File: config.mk
export PLATFORM = sky130hd
export DESIGN_NAME = rc4_xor_stream_flat
export DESIGN_NICKNAME = d
export VERILOG_FILES = /design/src/rtl/rc4_xor_stream_if.sv /design/src/rtl/rc4_xor_stream.sv /design/src/flat_wrapper.sv
export SDC_FILE = /design/constraint.sdc
export NUM_CORES = 1
export LEC_CHECK = 0
export ABC_AREA = 1
export CAP_MARGIN = 0
export CORE_UTILIZATION = 35
export CTS_CLUSTER_SIZE = 8
export DETAILED_ROUTE_END_ITERATION = 16
export PLACE_DENSITY_LB_ADDON = 0.12
export SYNTH_ARGS = -nofsm -noshare
export SYNTH_HDL_FRONTEND = slang
export SYNTH_SLANG_ARGS = --single-unit
File: constraint.sdc
create_clock -name clk -period 3 [get_ports clk]
set_clock_uncertainty 0.2 [all_clocks]
set_input_delay 0.3 -clock clk [delete_from_list [all_inputs] [get_ports clk]]
set_output_delay 0.3 -clock clk [all_outputs]
set_load 0.005 [all_outputs]
File: src/rtl/rc4_xor_stream_if.sv
// Byte-stream bundle for the RC4 XOR stage: keystream in, data in, result out.
// The environment side is the master; the XOR block is the slave.
interface rc4_xor_stream_if;
    logic       ks_valid;
    logic [7:0] ks_data;
    logic       ks_ready;
    logic       din_valid;
    logic [7:0] din;
    logic       din_ready;
    logic       dout_valid;
    logic [7:0] dout;
    logic       dout_ready;

    modport master (
        output ks_valid, ks_data, din_valid, din, dout_ready,
        input  ks_ready, din_ready, dout_valid, dout
    );

    modport slave (
        input  ks_valid, ks_data, din_valid, din, dout_ready,
        output ks_ready, din_ready, dout_valid, dout
    );
endinterface

File: src/rtl/rc4_xor_stream.sv
// XORs a message byte stream with RC4 keystream bytes buffered in a small FIFO,
// producing one result byte per input byte through a single output register.
module rc4_xor_stream #(
    parameter int KS_DEPTH = 4,
    parameter int LEN_W    = 16
) (
    input  logic             clk,
    input  logic             rst,
    input  logic             start,
    input  logic [LEN_W-1:0] msg_len,
    rc4_xor_stream_if.slave  bus,
    output logic             busy,
    output logic             done,
    output logic [LEN_W-1:0] byte_cnt
);
    localparam int AW = (KS_DEPTH > 1) ? $clog2(KS_DEPTH) : 1;
    localparam int PW = AW + 1;

    typedef enum logic [1:0] {IDLE, RUN, FLUSH, DONE} state_t;

    state_t           state_q;
    logic [LEN_W-1:0] len_q;
    logic [LEN_W-1:0] cnt_q;
    logic [LEN_W-1:0] cnt_d;
    logic [PW-1:0]    wr_ptr_q;
    logic [PW-1:0]    rd_ptr_q;
    logic [PW-1:0]    fill;
    logic [7:0]       fifo_mem [KS_DEPTH];
    logic [7:0]       head;
    logic [7:0]       dout_q;
    logic             dout_valid_q;
    logic             fifo_full;
    logic             fifo_empty;
    logic             ks_push;
    logic             din_pop;
    logic             dout_fire;

    // Pointers carry one extra bit so full and empty are distinguishable.
    assign fill       = wr_ptr_q - rd_ptr_q;
    assign fifo_full  = (fill == PW'(KS_DEPTH));
    assign fifo_empty = (fill == '0);
    assign head       = fifo_mem[rd_ptr_q[AW-1:0]];

    assign bus.ks_ready  = (state_q == RUN) && !fifo_full;
    assign bus.din_ready = (state_q == RUN) && !fifo_empty && (cnt_q < len_q)
                           && (!dout_valid_q || bus.dout_ready);
    assign bus.dout       = dout_q;
    assign bus.dout_valid = dout_valid_q;

    assign ks_push   = bus.ks_valid && bus.ks_ready;
    assign din_pop   = bus.din_valid && bus.din_ready;
    assign dout_fire = dout_valid_q && bus.dout_ready;
    assign cnt_d     = din_pop ? (cnt_q + LEN_W'(1)) : cnt_q;

    assign busy     = (state_q != IDLE);
    assign done     = (state_q == DONE);
    assign byte_cnt = cnt_q;

    always_ff @(posedge clk) begin
        if (ks_push) begin
            fifo_mem[wr_ptr_q[AW-1:0]] <= bus.ks_data;
        end
    end

    always_ff @(posedge clk) begin
        if (rst) begin
            state_q      <= IDLE;
            len_q        <= '0;
            cnt_q        <= '0;
            wr_ptr_q     <= '0;
            rd_ptr_q     <= '0;
            dout_q       <= 8'h00;
            dout_valid_q <= 1'b0;
        end else begin
            if (ks_push) begin
                wr_ptr_q <= wr_ptr_q + PW'(1);
            end
            if (din_pop) begin
                rd_ptr_q     <= rd_ptr_q + PW'(1);
                dout_q       <= bus.din ^ head;
                dout_valid_q <= 1'b1;
            end else if (dout_fire) begin
                dout_valid_q <= 1'b0;
            end
            cnt_q <= cnt_d;

            case (state_q)
                IDLE: begin
                    if (start) begin
                        len_q    <= msg_len;
                        cnt_q    <= '0;
                        wr_ptr_q <= '0;
                        rd_ptr_q <= '0;
                        state_q  <= (msg_len == '0) ? DONE : RUN;
                    end
                end
                RUN: begin
                    // Leave as soon as the final byte is taken so done tracks its drain.
                    if (cnt_d == len_q) begin
                        state_q <= FLUSH;
                    end
                end
                FLUSH: begin
                    if (!dout_valid_q || dout_fire) begin
                        state_q <= DONE;
                    end
                end
                DONE: begin
                    wr_ptr_q <= '0;
                    rd_ptr_q <= '0;
                    state_q  <= IDLE;
                end
                default: state_q <= IDLE;
            endcase
        end
    end
endmodule
File: src/flat_wrapper.sv
// flat-port wrapper written by rule: the top's interface ports become plain ports
module rc4_xor_stream_flat 
#(
    parameter int KS_DEPTH = 4,
    parameter int LEN_W    = 16
)
  (clk, rst, start, msg_len, busy, done, byte_cnt, bus_ks_valid, bus_ks_data, bus_din_valid, bus_din, bus_dout_ready, bus_ks_ready, bus_din_ready, bus_dout_valid, bus_dout);
  rc4_xor_stream_if bus_i ();
  input  logic clk;
  input  logic rst;
  input  logic start;
  input  logic [LEN_W-1:0] msg_len;
  output logic busy;
  output logic done;
  output logic [LEN_W-1:0] byte_cnt;
  input wire logic [$bits(bus_i.ks_valid)-1:0] bus_ks_valid;
  input wire logic [$bits(bus_i.ks_data)-1:0] bus_ks_data;
  input wire logic [$bits(bus_i.din_valid)-1:0] bus_din_valid;
  input wire logic [$bits(bus_i.din)-1:0] bus_din;
  input wire logic [$bits(bus_i.dout_ready)-1:0] bus_dout_ready;
  output wire logic [$bits(bus_i.ks_ready)-1:0] bus_ks_ready;
  output wire logic [$bits(bus_i.din_ready)-1:0] bus_din_ready;
  output wire logic [$bits(bus_i.dout_valid)-1:0] bus_dout_valid;
  output wire logic [$bits(bus_i.dout)-1:0] bus_dout;
  assign bus_i.ks_valid = bus_ks_valid;
  assign bus_i.ks_data = bus_ks_data;
  assign bus_i.din_valid = bus_din_valid;
  assign bus_i.din = bus_din;
  assign bus_i.dout_ready = bus_dout_ready;
  assign bus_ks_ready = bus_i.ks_ready;
  assign bus_din_ready = bus_i.din_ready;
  assign bus_dout_valid = bus_i.dout_valid;
  assign bus_dout = bus_i.dout;
  rc4_xor_stream #(.KS_DEPTH(KS_DEPTH), .LEN_W(LEN_W)) u_core (.clk(clk), .rst(rst), .start(start), .msg_len(msg_len), .bus(bus_i), .busy(busy), .done(done), .byte_cnt(byte_cnt));
endmodule
==> implementation parameters, run 1 <==
Parameter                              Value

Cells and area
  Signed area change from the synthesized netlist to the final layout    39.09%
  Multi-input combinational cell area    approximately 2400 µm²
  Share of the core filled with cells    0.5056
  Fraction of final layout cells with drive strength greater than 1    0.2154
  Fillers    1192
  Top library cells by usage in the layout, fill and taps aside    sky130_fd_sc_hd__nand2_1 (94), sky130_fd_sc_hd__clkdlybuf4s50_1 (65), sky130_fd_sc_hd__nor2_1 (61)
  Total Nets Final    roughly 720
  Area used by sequential logic in the layout    1964 µm²
  Leading cell type in the layout, fill and taps excluded    sky130_fd_sc_hd__nand2_1
  Count of inserted antenna diode cells    0

Synth
  Count of flip-flops with a built-in enable after synthesis    32
  Synth Cell Area    4420 µm²
  Leading register cell type out of synthesis    sky130_fd_sc_hd__dfxtp_1
  Count of warnings emitted by yosys    0
  Average size of a mapped cell    7.979 µm²
  Sequential fraction of the synthesis area    0.4393
  Number of synthesized register bits    a little over 80
  Unique masters post-synth    29
  Post-synthesis instance total    554
  Post-synthesis net count    619
  Async set or reset register ratio after synthesis    0

Outcome
  Result of the run    finished clean

STA
  Final Cycle Share    0.9530
  Setup repair after global routing missed its margin    yes
  Setup violators final    0
  Fin. Hold Viols    0
  Maximum clock rate    349.8 MHz
  Clock period minus worst slack    2.859 ns
  Worst slew margin relative to its limit    0.5945
  Final total negative setup slack    0 ns
  Worst-Margin Slew    0.6026 ns
  Max Slew Vio Count    0

Route
  Count of TritonRoute iterations in the first routing pass    4
  Via-per-instance ratio    4.886
  Post-DRT Antenna Nets    0
  DRT iter0 DRCs    147
  Per-cell routed wire length    14.84 µm
  Total Routed Length    between 10 and 15 mm
  Residual DRC    0
  Vias after detailed routing    approximately 4100

Clock tree
  Number of buffers inserted during clock tree synthesis    9
  Number of sinks handled by clock tree synthesis    81
  Buffer cell driving the clock tree root    sky130_fd_sc_hd__clkbuf_16
  CTS max path bufs    2
  Count of H-tree levels built during CTS    3
  Post-CTS clock slew at the launch and capture registers of the worst setup and hold paths    0.07 ns
  TritonCTS clock tree    yes
  Clk Latency, worst-skew pair    0.35 ns

Setup path
  Depth of the worst register-to-register path    23
  Crit path capture type    flip-flop
  Required arrival time at the worst endpoint    3.04 ns
  Worst Path Arrival    2.90 ns
  Element type at the critical path start    flip-flop
  CP max FO    8
  CP Class    flip-flop to flip-flop

Min path
  Min-delay worst type    flip-flop to flip-flop
  Worst hold path cell count    2

Floorplan
  Chip height    114.4 µm
  Starting Density    0.3635
  Placeable core area    12160 µm²
  Ports    67
  Die X    about 110 µm
  Number of cell rows    40
  Die area    13080 µm²

Run
  Max-cap violations    0

Place
  Placed wire-length estimate    8.826 mm
  I/O Buffers    66
  GP Congestion    0.8773

Power and ir drop
  Leakage dissipation    2.460 nW
  Power Dens Cells    623.8 nW/µm²
  Largest voltage drop on the vdd net    ~370 µV

Global routing
  Number of antenna violations at the first check in global routing    0
  Maximum number of pins on one net before global-route repair    20
  Gr usage total    0.1994
  Congestion Overflow GR    0
  Wire length of the first global-routing pass    roughly 20 mm
  Number of global-route vias before repair    3997
-- cell families after synthesis --
logic type / share of synthesized area
and+or+nand+nor: 0.2539
DFF: 0.4393
buffers and inverters: 0.07784
xor gates and xnor gates: 0.04557
adders and majority gates: 0.07642
AOI/OAI and AO/OA: 0.1070
-- cells in the mapped netlist (12+ instances only) --
library cell,count,area (µm²)
sky130_fd_sc_hd__ha_1,27,337.8
sky130_fd_sc_hd__nand3_1,31,155.2
sky130_fd_sc_hd__nand2_1,108,405.4
sky130_fd_sc_hd__nor2_1,62,232.7
sky130_fd_sc_hd__dfxtp_1,49,980.9
sky130_fd_sc_hd__xnor2_1,12,105.1
sky130_fd_sc_hd__edfxtp_1,32,960.9
sky130_fd_sc_hd__inv_1,61,229.0
sky130_fd_sc_hd__a21oi_1,36,180.2
sky130_fd_sc_hd__o21ai_0,43,215.2
sky130_fd_sc_hd__nand4_1,22,137.6
-- critical path: stages (launching register included) --
cell,delay (ns)
sky130_fd_sc_hd__dfxtp_2,0.32
sky130_fd_sc_hd__inv_2,0.08
sky130_fd_sc_hd__ha_4,0.20
sky130_fd_sc_hd__a21oi_2,0.12
sky130_fd_sc_hd__nor2_1,0.05
sky130_fd_sc_hd__nor3_1,0.15
sky130_fd_sc_hd__nand2_1,0.10
sky130_fd_sc_hd__nand2_1,0.09
sky130_fd_sc_hd__nand2_2,0.07
sky130_fd_sc_hd__nand2_4,0.10
sky130_fd_sc_hd__buf_6,0.13
sky130_fd_sc_hd__nand3_4,0.18
sky130_fd_sc_hd__nand2_2,0.14
sky130_fd_sc_hd__nand2_2,0.06
sky130_fd_sc_hd__nand2_1,0.06
sky130_fd_sc_hd__nand2_1,0.06
sky130_fd_sc_hd__nor2_1,0.12
sky130_fd_sc_hd__nand2_1,0.07
sky130_fd_sc_hd__nor2_1,0.08
sky130_fd_sc_hd__nand2_1,0.07
sky130_fd_sc_hd__nand2_2,0.10
sky130_fd_sc_hd__nand3_2,0.07
sky130_fd_sc_hd__nand2_1,0.06
sky130_fd_sc_hd__nor2_1,0.04
-- final cells by class --
type	count	share of cell area
Multi-Input combinational cell	390	0.3919
Sequential cell	81	0.3195
Timing Repair Buffer	111	0.1687
Inverter	66	0.04029
Clock buffer	10	0.03724
Tap cell	168	0.03419
Clock inverter	6	0.008140
-- through the flow --
stage               setup WS, ns  std cells  cell area [µm²]  total power [mW]  hold slack [ns]
global placement         0.05185        801             5440             2.564           0.2810
global route            -0.08953        832             6148             4.095           0.3027
CTS                      0.01785        822             5807             3.715           0.2931
detailed placement       0.03516        801             5440             2.583           0.2844
finish                    0.1409        832             6148             3.835           0.2765
floorplan                 0.1787        554             4420             2.135           0.1989
-- what timing repair did --
item                                    4_1_cts  5_1_grt
pin swaps                                     1       35
endpoints found under the setup margin        1        3
hold buffers                                  0        0
setup buffers                                 4       10
resized for setup                             6       75
cloned                                        1        1
-- routing by layer --
metal / vias to the layer above / global-route usage / share of wire
met3: 14 / 0.03759 / 0.050
met5: - / 0 / 0
met2: 82 / 0.3527 / 0.51
met4: 0 / 0.08052 / 0.014
li1: 2065 / - / -
met1: 1904 / 0.2374 / 0.43
-- sequential cells by signal (all words and copies together) (netlist names) --
name                   cells
u_core.state_q             2
u_core.len_q              16
u_core.fifo_mem           32
u_core.bus.dout            8
u_core.byte_cnt           16
u_core.rd_ptr_q            3
u_core.wr_ptr_q            3
u_core.bus.dout_valid      1
-- power by group --
| group | leakage (nW) | switching (mW) | internal [mW] |
|---|---|---|---|
| Clock | 0.130 | 0.487 | 0.571 |
| Sequential | 0.695 | 0.0845 | 1.28 |
| Combinational | 1.64 | 0.811 | 0.599 |
| Total | 2.46 | 1.38 | 2.45 |
-- path summary, 6_finish.rpt --
check / slack (ns) / from / endpoint
setup / recovery: 0.14 / u_core.len_q[5] / u_core.state_q[1]
hold / removal: 0.28 / u_core.len_q[2] / u_core.len_q[2]
setup reg to reg: 0.14 / u_core.len_q[5] / u_core.state_q[1]
hold reg to reg: 0.28 / u_core.len_q[2] / u_core.len_q[2]
Note: power is estimated with default switching activity, not from simulation.
==> inputs of run 2 (changes only) <==
--- a/config.mk
+++ b/config.mk
@@ -7,6 +7,7 @@
 export LEC_CHECK = 0
 export ABC_AREA = 1
 export CAP_MARGIN = 0
+export CORE_MARGIN = 1
 export CORE_UTILIZATION = 35
 export CTS_CLUSTER_SIZE = 8
 export DETAILED_ROUTE_END_ITERATION = 16
==> results of run 2 <==
Same layout as run 1: the final DEF is identical, and so are final timing and power.
